## src/rtl/led_pattern_ctrl_if.sv

```systemverilog
// Mode-register write bus and lamp-test request for the front-panel LED controller.
interface led_pattern_ctrl_if #(
    parameter int unsigned SEL_W = 2
) ();
    logic             ModeWr;
    logic [SEL_W-1:0] ModeSel;
    logic [2:0]       ModeData;
    logic             LampTestReq;

    modport master (
        output ModeWr,
        output ModeSel,
        output ModeData,
        output LampTestReq
    );

    modport slave (
        input ModeWr,
        input ModeSel,
        input ModeData,
        input LampTestReq
    );
endinterface

```

## src/rtl/led_pattern_ctrl.sv

```systemverilog
// Multi-channel bicolor front-panel LED controller: per-channel pattern modes,
// sticky fault latches with red fast blink, and a green-then-red lamp test.
// All blink timing is derived from the 16 ms strobe; pins are active low.
module led_pattern_ctrl #(
    parameter int unsigned NUM_LED    = 4,
    parameter int unsigned SEL_W      = 2,
    parameter int unsigned SLOW_TICKS = 31,
    parameter int unsigned FAST_TICKS = 8,
    parameter int unsigned LAMP_TICKS = 62
) (
    input  logic               SlowClock,
    input  logic               Reset,
    input  logic               Strobe16ms,
    input  logic               PwrEn,
    led_pattern_ctrl_if.slave  bus,
    input  logic [NUM_LED-1:0] FaultIn,
    input  logic [NUM_LED-1:0] FaultClr,
    output logic [NUM_LED-1:0] LED_G_N,
    output logic [NUM_LED-1:0] LED_R_N,
    output logic [NUM_LED-1:0] FaultSt,
    output logic               LampTestBusy
);

    localparam int unsigned SLOW_W = (SLOW_TICKS > 1) ? $clog2(SLOW_TICKS) : 1;
    localparam int unsigned FAST_W = (FAST_TICKS > 1) ? $clog2(FAST_TICKS) : 1;
    localparam int unsigned LAMP_W = (LAMP_TICKS > 1) ? $clog2(LAMP_TICKS) : 1;

    localparam logic [SLOW_W-1:0] SLOW_LAST = SLOW_W'(SLOW_TICKS - 1);
    localparam logic [FAST_W-1:0] FAST_LAST = FAST_W'(FAST_TICKS - 1);
    localparam logic [LAMP_W-1:0] LAMP_LAST = LAMP_W'(LAMP_TICKS - 1);

    typedef enum logic [1:0] {
        StIdle,
        StTestG,
        StTestR
    } lamp_state_e;

    logic [SLOW_W-1:0]  slow_cnt_q, slow_cnt_d;
    logic [FAST_W-1:0]  fast_cnt_q, fast_cnt_d;
    logic               slow_ph_q, slow_ph_d;
    logic               fast_ph_q, fast_ph_d;
    logic [2:0]         mode_q [NUM_LED];
    logic [2:0]         mode_d [NUM_LED];
    logic [NUM_LED-1:0] fault_q, fault_d;
    lamp_state_e        state_q, state_d;
    logic [LAMP_W-1:0]  lamp_cnt_q, lamp_cnt_d;
    logic               pwr_q, pwr_d;
    logic [NUM_LED-1:0] led_g_n_q, led_g_n_d;
    logic [NUM_LED-1:0] led_r_n_q, led_r_n_d;

    // Pattern for a mode code, returned as {green_lit, red_lit}; phase 0 is the lit half.
    function automatic logic [1:0] mode_lit(input logic [2:0] mode, input logic slow_ph,
                                            input logic fast_ph);
        logic [1:0] lit;
        unique case (mode)
            3'b000:  lit = 2'b00;
            3'b001:  lit = 2'b10;
            3'b010:  lit = 2'b01;
            3'b011:  lit = 2'b11;
            3'b100:  lit = {~slow_ph, 1'b0};
            3'b101:  lit = {1'b0, ~slow_ph};
            3'b110:  lit = {~fast_ph, fast_ph};
            3'b111:  lit = {~fast_ph, 1'b0};
            default: lit = 2'b00;
        endcase
        return lit;
    endfunction

    // Free-running slow/fast blink dividers, advanced only by the strobe.
    always_comb begin
        slow_cnt_d = slow_cnt_q;
        slow_ph_d  = slow_ph_q;
        fast_cnt_d = fast_cnt_q;
        fast_ph_d  = fast_ph_q;
        if (Strobe16ms) begin
            if (slow_cnt_q == SLOW_LAST) begin
                slow_cnt_d = '0;
                slow_ph_d  = ~slow_ph_q;
            end else begin
                slow_cnt_d = slow_cnt_q + SLOW_W'(1);
            end
            if (fast_cnt_q == FAST_LAST) begin
                fast_cnt_d = '0;
                fast_ph_d  = ~fast_ph_q;
            end else begin
                fast_cnt_d = fast_cnt_q + FAST_W'(1);
            end
        end
    end

    // Mode register writes (out-of-range selects match no channel) and fault latches.
    always_comb begin
        mode_d = mode_q;
        for (int unsigned i = 0; i < NUM_LED; i++) begin
            if (bus.ModeWr && (bus.ModeSel == SEL_W'(i))) begin
                mode_d[i] = bus.ModeData;
            end
        end
        // Set wins over clear.
        fault_d = FaultIn | (fault_q & ~FaultClr);
        pwr_d   = PwrEn;
    end

    // Lamp-test sequencer next state; power-off aborts from any state.
    always_comb begin
        state_d    = state_q;
        lamp_cnt_d = lamp_cnt_q;
        if (!PwrEn) begin
            state_d    = StIdle;
            lamp_cnt_d = '0;
        end else begin
            unique case (state_q)
                StIdle: begin
                    if (bus.LampTestReq) begin
                        state_d    = StTestG;
                        lamp_cnt_d = '0;
                    end
                end
                StTestG: begin
                    if (Strobe16ms) begin
                        if (lamp_cnt_q == LAMP_LAST) begin
                            state_d    = StTestR;
                            lamp_cnt_d = '0;
                        end else begin
                            lamp_cnt_d = lamp_cnt_q + LAMP_W'(1);
                        end
                    end
                end
                StTestR: begin
                    if (Strobe16ms) begin
                        if (lamp_cnt_q == LAMP_LAST) begin
                            state_d    = StIdle;
                            lamp_cnt_d = '0;
                        end else begin
                            lamp_cnt_d = lamp_cnt_q + LAMP_W'(1);
                        end
                    end
                end
                default: begin
                    state_d    = StIdle;
                    lamp_cnt_d = '0;
                end
            endcase
        end
    end

    // Pin values from current state: power-off > lamp test > fault > mode.
    always_comb begin
        led_g_n_d = '1;
        led_r_n_d = '1;
        for (int unsigned i = 0; i < NUM_LED; i++) begin
            logic [1:0] lit;
            lit = 2'b00;
            if (!pwr_q) begin
                lit = 2'b00;
            end else if (state_q == StTestG) begin
                lit = 2'b10;
            end else if (state_q == StTestR) begin
                lit = 2'b01;
            end else if (fault_q[i]) begin
                lit = {1'b0, ~fast_ph_q};
            end else begin
                lit = mode_lit(mode_q[i], slow_ph_q, fast_ph_q);
            end
            led_g_n_d[i] = ~lit[1];
            led_r_n_d[i] = ~lit[0];
        end
    end

    // State registers with synchronous active-high reset.
    always_ff @(posedge SlowClock) begin
        if (Reset) begin
            slow_cnt_q <= '0;
            fast_cnt_q <= '0;
            slow_ph_q  <= 1'b0;
            fast_ph_q  <= 1'b0;
            for (int unsigned i = 0; i < NUM_LED; i++) begin
                mode_q[i] <= 3'b000;
            end
            fault_q    <= '0;
            state_q    <= StIdle;
            lamp_cnt_q <= '0;
            pwr_q      <= 1'b0;
            led_g_n_q  <= '1;
            led_r_n_q  <= '1;
        end else begin
            slow_cnt_q <= slow_cnt_d;
            fast_cnt_q <= fast_cnt_d;
            slow_ph_q  <= slow_ph_d;
            fast_ph_q  <= fast_ph_d;
            mode_q     <= mode_d;
            fault_q    <= fault_d;
            state_q    <= state_d;
            lamp_cnt_q <= lamp_cnt_d;
            pwr_q      <= pwr_d;
            led_g_n_q  <= led_g_n_d;
            led_r_n_q  <= led_r_n_d;
        end
    end

    assign LED_G_N      = led_g_n_q;
    assign LED_R_N      = led_r_n_q;
    assign FaultSt      = fault_q;
    assign LampTestBusy = (state_q != StIdle);

endmodule

```

## src/flat_wrapper.sv

```systemverilog
// flat-port wrapper written by rule: the top's interface ports become plain ports
module led_pattern_ctrl_flat 
#(
    parameter int unsigned NUM_LED    = 4,
    parameter int unsigned SEL_W      = 2,
    parameter int unsigned SLOW_TICKS = 31,
    parameter int unsigned FAST_TICKS = 8,
    parameter int unsigned LAMP_TICKS = 62
)
  (SlowClock, Reset, Strobe16ms, PwrEn, FaultIn, FaultClr, LED_G_N, LED_R_N, FaultSt, LampTestBusy, bus_ModeWr, bus_ModeSel, bus_ModeData, bus_LampTestReq);
  led_pattern_ctrl_if #(.SEL_W(SEL_W)) bus_i ();
  input  logic SlowClock;
  input  logic Reset;
  input  logic Strobe16ms;
  input  logic PwrEn;
  input  logic [NUM_LED-1:0] FaultIn;
  input  logic [NUM_LED-1:0] FaultClr;
  output logic [NUM_LED-1:0] LED_G_N;
  output logic [NUM_LED-1:0] LED_R_N;
  output logic [NUM_LED-1:0] FaultSt;
  output logic LampTestBusy;
  input wire logic [$bits(bus_i.ModeWr)-1:0] bus_ModeWr;
  input wire logic [$bits(bus_i.ModeSel)-1:0] bus_ModeSel;
  input wire logic [$bits(bus_i.ModeData)-1:0] bus_ModeData;
  input wire logic [$bits(bus_i.LampTestReq)-1:0] bus_LampTestReq;
  assign bus_i.ModeWr = bus_ModeWr;
  assign bus_i.ModeSel = bus_ModeSel;
  assign bus_i.ModeData = bus_ModeData;
  assign bus_i.LampTestReq = bus_LampTestReq;
  led_pattern_ctrl #(.NUM_LED(NUM_LED), .SEL_W(SEL_W), .SLOW_TICKS(SLOW_TICKS), .FAST_TICKS(FAST_TICKS), .LAMP_TICKS(LAMP_TICKS)) u_core (.SlowClock(SlowClock), .Reset(Reset), .Strobe16ms(Strobe16ms), .PwrEn(PwrEn), .bus(bus_i), .FaultIn(FaultIn), .FaultClr(FaultClr), .LED_G_N(LED_G_N), .LED_R_N(LED_R_N), .FaultSt(FaultSt), .LampTestBusy(LampTestBusy));
endmodule
```

## config.mk

```make
export PLATFORM = sky130hd
export DESIGN_NAME = led_pattern_ctrl_flat
export DESIGN_NICKNAME = d
export VERILOG_FILES = /design/src/rtl/led_pattern_ctrl_if.sv /design/src/rtl/led_pattern_ctrl.sv /design/src/flat_wrapper.sv
export SDC_FILE = /design/constraint.sdc
export NUM_CORES = 1
export LEC_CHECK = 0
export BUFFER_PORTS_ARGS = -buffer_cell sky130_fd_sc_hd__buf_4
export CAP_MARGIN = 15
export CORE_MARGIN = 2
export CORE_UTILIZATION = 50
export CTS_CLUSTER_DIAMETER = 100
export DETAILED_ROUTE_END_ITERATION = 6
export GPL_TIMING_DRIVEN = 1
export HOLD_SLACK_MARGIN = 0.02
export PLACE_DENSITY = 0.75
export SYNTH_ARGS = -nofsm -noshare
export SYNTH_HDL_FRONTEND = slang
export SYNTH_SLANG_ARGS = --single-unit
```

## constraint.sdc

```tcl
create_clock -name SlowClock -period 1.7 [get_ports SlowClock]
set_clock_uncertainty 0.2 [all_clocks]
set_input_delay 0.51 -clock SlowClock [delete_from_list [all_inputs] [get_ports SlowClock]]
set_output_delay 0.51 -clock SlowClock [all_outputs]
set_load 0.02 [all_outputs]
```

# Word-level counts from Yosys, hierarchy flattened
# Cells that the tools add are included.
word_totals:
  in_bits: 19
  wordCells: 122
  ff_bits: 43
  out_inout_bits: 13
op_classes:
  n_bitwise: 14
  n_eq_ne: 42
  addsub: 3
  n_reduce_logical: 17
  mux: 32
op_table:
  columns: ["operator", "n"]
  rows:
  - ["case mux 2 bit (8 select lines)", 4]
  - ["== test 3 bit, second input constant", 17]
  - ["two-way mux 2 bit", 21]
  - ["== test 3 x 2 -> 1 bit, second input constant", 8]
  - ["two-way mux 6 bit", 3]
  - ["== test 3 x 1 -> 1 bit, second input constant", 4]
  - ["logical NOT 3 bit", 4]
  - ["case mux 6 bit (2 select lines)", 1]
  - ["inverter 1 bit", 11]
  - ["adder 6 x 1 -> 6 bit, second input constant", 1]
  - ["== test 2 bit, second input constant", 3]
  - ["== test 6 bit, second input constant", 1]
  - ["!= test 2 x 1 -> 1 bit, second input constant", 3]
  - ["!= test 2 bit, second input constant", 3]
  - ["case mux 2 bit (3 select lines)", 1]
  - ["AND reduction 2 bit", 3]
  - ["adder 5 x 1 -> 5 bit, second input constant", 1]
  - ["== test 5 bit, second input constant", 1]
  - ["two-way mux 5 bit", 1]
  - ["AND reduction 5 bit", 1]
  - ["bitwise AND 4 bit", 1]
  - ["== test 2 x 1 -> 1 bit, second input constant", 2]
  - ["logical AND 1 bit", 4]
  - ["logical NOT 2 bit", 2]
  - ["6 further kinds", 7]

# Depth between registers and ports, before layout
# Gate-level depths: netlist of the first run.
depth:
  ltp_word: 7
  mapped_depth: 7
  ltp_nobuf: 6

# Worst setup path before layout of the first run
# No wires, ideal clock.
synth_timing:
  path_type: "register to register"
  start: "register u_core.state_q[0]"
  end: "register u_core.lamp_cnt_q[5]"
  synth_period_minus_slack_ps: 1622
  arrival_ps: 1301
  t_required_ps: 1380
  path_buffers: 0
  stages_incl_launch_ff: 7
  setup_slack_ps: 78
  setup_ps: 120
  path_cell_list: "dfxtp_1 -> inv_1 -> ha_1 -> nor2b_2 -> nor4_4 -> xnor2_1 -> nor2_1"
synth_via:
  elab_chain_len: 4
  elab_cells_between_ends: 8
  classes_between: "eq/ne (4); mux (1); reduce/logical (3)"
synth_lines:
  columns: ["element", "line", "rtl"]
  rows:
  - ["start: declaration", "led_pattern_ctrl.sv:45", "lamp_state_e state_q, state_d;"]
  - ["start signal: assignment", "led_pattern_ctrl.sv:181", "state_q <= StIdle;"]
  - ["start signal: assignment", "led_pattern_ctrl.sv:193", "state_q <= state_d;"]
  - ["== test 2 bit or == test 2 x 1 -> 1 bit (tied branches)", "led_pattern_ctrl.sv:112", "unique case (state_q)"]
  - ["OR reduction 2 bit (no line)", null, null]
  - ["!= test 2 x 1 -> 1 bit (no line)", null, null]
  - ["AND reduction 2 bit (no line)", null, null]
  - ["end signal: assignment", "led_pattern_ctrl.sv:194", "lamp_cnt_q <= lamp_cnt_d;"]
  - ["end: declaration", "led_pattern_ctrl.sv:46", "logic [LAMP_W-1:0] lamp_cnt_q, lamp_cnt_d;"]
# Several ways; a longest one is shown, not always the timed one.
# A chain may end at the register's enable or synchronous reset.

# Final worst setup path of the first run
layout_timing:
  start: "register u_core.state_q[0]"
  end: "output LampTestBusy"
layout_via:
  elab_chain_len: 1
layout_lines:
  columns: ["element", "line", "rtl"]
  rows:
  - ["nonzero test 2 bit", "led_pattern_ctrl.sv:204", "assign LampTestBusy = (state_q != StIdle);"]
  - ["end: declaration", "flat_wrapper.sv:21", "output logic LampTestBusy;"]
# Every way passes these cells.

==> results of run 1 <==
==> worst max-delay path: cells and delay by family, from the launching register on <==
| kind | cells | cell delay, ns |
|---|---|---|
| flip-flops | 1 | 0.35 |
| adder cells (fa/ha/maj) | 1 | 0.16 |
| buffers and inverters | 3 | 0.20 |
==> cells by family after synthesis <==
| family | share of synthesized area |
|---|---|
| and+or+nand+nor | 0.215 |
| DFF | 0.432 |
| AOI/OAI and AO/OA | 0.133 |
| buffers and inverters | 0.0333 |
| muxes | 0.0753 |
| xor gates and xnor gates | 0.0483 |
| adders and majority gates | 0.0628 |
==> how the worst max path moves through the flow <==
stage / end / cells after the start / slack, ns / startpoint
after floorplan: u_core.lamp_cnt_q[5]$_SDFFE_PP0P_ / 6 / 0.08 / u_core.state_q[0]$_SDFFE_PP0P_
after global placement: u_core.lamp_cnt_q[5]$_SDFFE_PP0P_ / 6 / 0.03 / u_core.state_q[0]$_SDFFE_PP0P_
after detailed placement: u_core.lamp_cnt_q[1]$_SDFFE_PP0P_ / 6 / -0.04 / u_core.state_q[0]$_SDFFE_PP0P_
after CTS: LampTestBusy / 4 / -0.005 / u_core.state_q[0]$_SDFFE_PP0P_
after global routing: LampTestBusy / 4 / -0.05 / u_core.state_q[1]$_SDFFE_PP0P_
final: LampTestBusy / 4 / -0.02 / u_core.state_q[0]$_SDFFE_PP0P_
==> state kept, by name, indices dropped and copies added, names as in the netlist <==
signal             count
u_core.mode_q         12
u_core.lamp_cnt_q      6
u_core.slow_cnt_q      5
u_core.FaultSt         4
u_core.LED_G_N         4
u_core.LED_R_N         4
u_core.fast_cnt_q      3
u_core.state_q         2
u_core.fast_ph_q       1
u_core.pwr_q           1
u_core.slow_ph_q       1
==> final cells by class <==
class,count,area share
multi-input cells,159,0.450
well taps,48,0.0247
repair buffers,38,0.119
flip-flops and latches,43,0.355
clock buffers,6,0.0340
clock inverters,1,0.00206
inverters,10,0.0159
==> power by group <==
| group | internal [mW] | switching, mW |
|---|---|---|
| registers | 1.04 | 0.0345 |
| clock network | 0.318 | 0.315 |
| logic | 0.120 | 0.123 |
==> metal layers <==
layer / global-route usage / share of wire / wire length [um]
met4: 0.0663 / 0.016 / 60
met1: 0.268 / 0.50 / 1920
met5: 0 / 0 / 0
met2: 0.318 / 0.43 / 1650
met3: 0.0383 / 0.044 / 169
==> what timing repair did <==
| item | 4_1_cts | 5_1_grt |
|---|---|---|
| setup buffers | 4 | 0 |
| endpoints found under the hold margin | 0 | 0 |
| pin swaps | 1 | 1 |
| endpoints found under the setup margin | 5 | 8 |
| gates resized for setup | 8 | 3 |
| hold buffers | 0 | 0 |
==> layout by cell type, fill, tap and decap left out, types with 3 or more instances in the layout <==
cell type	count
nor3_1	9
xnor2_1	6
dfxtp_1	41
nand3_1	4
buf_4	37
a21oi_1	12
inv_2	3
inv_1	6
ha_1	8
a2111oi_0	3
nand2b_1	3
mux2i_1	15
clkbuf_8	6
a211o_1	4
o21ai_1	3
nor2_1	44
nand4_1	4
nand2_1	9
a31oi_1	4
xor2_1	5
==> cells in the mapped netlist <==
cell type	n
o211ai_1	1
nand2_1	9
nor2_1	45
buf_4	2
a21oi_1	12
a211o_1	4
nor3b_2	1
a2111oi_2	1
nor2b_2	2
nand4_1	4
a21oi_2	1
a21boi_0	1
xor2_1	5
nor2b_4	1
and2b_1	1
nor3_1	9
clkinv_2	1
and4_4	1
o31ai_1	1
clkbuf_1	2
a211oi_1	1
mux2i_1	15
nand3b_1	2
a21boi_2	1
or2_1	1
buf_2	1
o21ai_0	2
dfxtp_1	43
nor4_4	1
xnor2_1	6
inv_1	9
o21ai_1	3
o21ai_4	1
and2_1	2
a2111oi_0	3
nand2b_1	3
a211oi_2	1
a31oi_1	4
ha_1	10
nand3_1	4
==> results.json, run 1 <==
{
  "outcome": "finished with violations",
  "violations": "negative setup slack",
  "rsz0062_at_grt": "true",
  "drt_iter0_drc": 73,
  "worstPathMaxFanout": 3,
  "yosys-top-cells-area": "dfxtp_1, nor2_1, mux2i_1, ha_1, a21oi_1",
  "slew_violations": 0,
  "numPortBuffers": 31,
  "avgViaCountPerCell": 5.23,
  "dp.cells": 294,
  "min_path_cells": 3,
  "syn_nets": 246,
  "antenna_cells": 0,
  "numCtsBuffers": 5,
  "fillers": 318,
  "ys_seq_area_frac": 0.432,
  "ios": 32,
  "crit_chain": "inv_2, ha_4, inv_2, buf_6",
  "grt_pass1_wl_um": 6870,
  "p_per_area_nw_per_um2": 803,
  "min_from": "FaultIn[1]",
  "final_area_um2": 2430,
  "whs_ns": 0.224,
  "drv_cap": 0,
  "grt_overflow": 0,
  "slowest_stage": "dfxtp_2",
  "syn2layout_area_growth_pct": 22.0,
  "peakVddDrop_mv": 0.454,
  "hold-path-endpoint": "u_core.FaultSt[1]$_SDFF_PP0_",
  "ys_types": 40,
  "cts_root_buffer": "clkbuf_8",
  "insertion_delay_ns": 0.29,
  "required_ns": 0.99,
  "crit_arrival_ns": 1.01,
  "netlist_area_um2": 1990,
  "ys_warn_count": 0,
  "regToRegEndpoint": "u_core.lamp_cnt_q[5]$_SDFFE_PP0P_",
  "tightest_slew_ns": 0.381,
  "drive_gt1_frac": 0.253,
  "cts_tree": "done",
  "synth_area_per_cell_um2": 9.19,
  "dp_slack_ns": -0.0373,
  "setup_tns_ns": -0.0151,
  "power.total_mw": 1.95,
  "regArea_um2": 863,
  "cp-end-kind": "output pin",
  "cts_buffer_depth": 2,
  "yosysTopAreaCell": "dfxtp_1",
  "grt_pass1_vias": 1527,
  "critical_path_class": "flop to output pin",
  "worstHoldPathType": "input port to flop",
  "hold_violations": 0,
  "startpoint_type": "flop",
  "crit_top_cell": "inv_2",
  "post-route-util": 0.650,
  "relSlewSlack": 0.740,
  "synthCells": 217,
  "finalNonFillerCells": 305,
  "core_um2": 3740,
  "timing.final.crit_period_ns": 1.72,
  "grt_use_total": 0.198,
  "routedWlPerCell_um": 12.5,
  "layout_setup_ws_ns": -0.0151,
  "antenna_found_initial": 0,
  "slowest_delay_ns": 0.35,
  "drc": 0,
  "clock.fmax_mhz": 583,
  "synth_top_area_share": 0.432,
  "std_cell_rows": 22,
  "wl_um": 3800,
  "report.final.setup_viol": 1,
  "postRouteAntennaNets": 0,
  "cts.sinks": 43,
  "die_w_um": 67.1,
  "cts_max_level": 2,
  "finalCritPeriodShare": 1.01,
  "grt_max_degree": 19,
  "die-area_um2": 4510,
  "clk_pin_slew_ns": 0.08,
  "gp_congestion": 0.802,
  "regToRegSetupSlack_ns": 0.12,
  "synth_seq_cells": 43,
  "power_leakage_nw": 1.03,
  "start_util": 0.532,
  "vias": 1595,
  "r2r-start": "u_core.state_q[0]$_SDFFE_PP0P_",
  "dp_hpwl_um": 2870,
  "die_height_um": 67.1,
  "r2r_cells": 6,
  "placed_area_um2": 2280,
  "multiInputGateArea_um2": 1090,
  "first_pass_iters": 4,
  "final_nets": 286
}
(Power assumes the default switching activity.)
==> run 2, diff against run 1 <==
PLACE_DENSITY = 0.85   (was 0.75)
==> results.json, run 2 (synthesis results as in run 1) <==
{
  "regToRegSetupSlack_ns": 0.06,
  "top_regs": "u_core.mode_q x12, u_core.lamp_cnt_q x6, u_core.slow_cnt_q x5",
  "timing.final.crit_period_ns": 1.73,
  "antenna_found_initial": 0,
  "r2r_cells": 7,
  "critical_path_class": "flop to output pin",
  "hold_violations": 0,
  "syn2layout_area_growth_pct": 22.1,
  "violations": "negative setup slack",
  "insertion_delay_ns": 0.30,
  "peakVddDrop_mv": 0.583,
  "slew_violations": 0,
  "r2r-start": "u_core.state_q[0]$_SDFFE_PP0P_",
  "required_ns": 0.99,
  "die_w_um": 67.1,
  "numPortBuffers": 31,
  "final_cell_mix": "nor2_1, dfxtp_1, buf_4",
  "grt_pass1_vias": 1443,
  "core_um2": 3740,
  "dp_hpwl_um": 2750,
  "grt_max_degree": 15,
  "drc": 0,
  "outcome": "finished with violations",
  "cts.sinks": 43,
  "cts_buffer_depth": 2,
  "clock.fmax_mhz": 580,
  "cts_tree": "done",
  "final_nets": 286,
  "cp-end-kind": "output pin",
  "power_leakage_nw": 1.03,
  "cts_root_buffer": "clkbuf_8",
  "antenna_cells": 0,
  "p_per_area_nw_per_um2": 800,
  "start_util": 0.532,
  "dp_slack_ns": -0.000232,
  "multiInputGateArea_um2": 1100,
  "vias": 1627,
  "postRouteAntennaNets": 0,
  "rsz0062_at_grt": "true",
  "crit_arrival_ns": 1.02,
  "worstHoldPathType": "input port to flop",
  "drv_cap": 0,
  "clk_pin_slew_ns": 0.07,
  "drive_gt1_frac": 0.252,
  "report.final.setup_viol": 1,
  "regArea_um2": 863,
  "grt_use_total": 0.188,
  "gp_congestion": 0.805,
  "routedWlPerCell_um": 12.8,
  "numCtsBuffers": 5,
  "startpoint_type": "flop",
  "cts_max_level": 2,
  "avgViaCountPerCell": 5.32,
  "first_pass_iters": 4,
  "wl_um": 3920,
  "finalNonFillerCells": 306,
  "fillers": 306,
  "power.total_mw": 1.95,
  "die_height_um": 67.1,
  "std_cell_rows": 22,
  "mostFrequentLayoutCell": "nor2_1",
  "finalCritPeriodShare": 1.01,
  "worstPathMaxFanout": 3,
  "tightest_slew_ns": 0.387,
  "ios": 32,
  "largest_reg_flops": 12,
  "grt_overflow": 0,
  "regToRegEndpoint": "u_core.lamp_cnt_q[5]$_SDFFE_PP0P_",
  "dp.cells": 294,
  "drt_iter0_drc": 97,
  "top_register": "u_core.mode_q",
  "die-area_um2": 4510,
  "layout_setup_ws_ns": -0.0254,
  "startpoint": "u_core.state_q[0]$_SDFFE_PP0P_",
  "crit_end": "LampTestBusy",
  "relSlewSlack": 0.735,
  "grt_pass1_wl_um": 6400
}
==> run 2: report_power, final <==
| group | internal, mW | switching, mW | total, mW |
|---|---|---|---|
| clock network | 0.288 | 0.336 | 0.624 |
| logic | 0.120 | 0.124 | 0.243 |
| registers | 1.04 | 0.0364 | 1.08 |
==> run 2: layout make-up <==
class | instances | share of cell area
clock buffers | 7 | 0.0314
clock inverters | 1 | 0.00206
inverters | 10 | 0.0170
multi-input cells | 159 | 0.451
flip-flops and latches | 43 | 0.355
well taps | 48 | 0.0247
repair buffers | 38 | 0.119
==> run 2: repair_timing <==
item	CTS	global route
endpoints found under the hold margin	0	0
pin swaps	1	0
endpoints found under the setup margin	5	10
hold buffers	0	0
cloned	0	0
resized for setup	8	5
buffers inserted	3	1
==> run 2: worst min path at each step <==
| stage | from | end | cells after the start |
|---|---|---|---|
| after floorplan | u_core.fast_cnt_q[1]$_SDFFE_PP0P_ | u_core.fast_cnt_q[1]$_SDFFE_PP0P_ | 2 |
| after global placement | u_core.fast_cnt_q[1]$_SDFFE_PP0P_ | u_core.fast_cnt_q[1]$_SDFFE_PP0P_ | 2 |
| after detailed placement | u_core.fast_cnt_q[1]$_SDFFE_PP0P_ | u_core.fast_cnt_q[1]$_SDFFE_PP0P_ | 2 |
| after CTS | FaultIn[3] | u_core.FaultSt[3]$_SDFF_PP0_ | 3 |
| after global routing | FaultIn[1] | u_core.FaultSt[1]$_SDFF_PP0_ | 3 |
| final | FaultIn[1] | u_core.FaultSt[1]$_SDFF_PP0_ | 3 |
==> run 2: per-stage QoR <==
stage                     hold slack, ns  area [um2]  setup TNS, ns   util
after detailed placement           0.290        2280      -0.000232  0.609
after global placement             0.279        2280              0  0.609
after global routing               0.230        2430        -0.0511  0.650
after floorplan                    0.265        1990              0      -
after CTS                          0.215        2400        -0.0195  0.642
final                              0.220        2430        -0.0254  0.650
==> run 2: worst max-delay path: stages (launching register included) <==
cell	delay (ns)
dfxtp_2	0.36
inv_2	0.06
ha_4	0.16
inv_2	0.05
buf_6	0.10
==> run 2: metal layers <==
layer,track usage,vias to the layer above,share of wire
met5,0,-,0
met4,0.0459,0,0.0054
met3,0.0600,4,0.061
met2,0.309,44,0.47
met1,0.240,745,0.46
li1,-,834,-
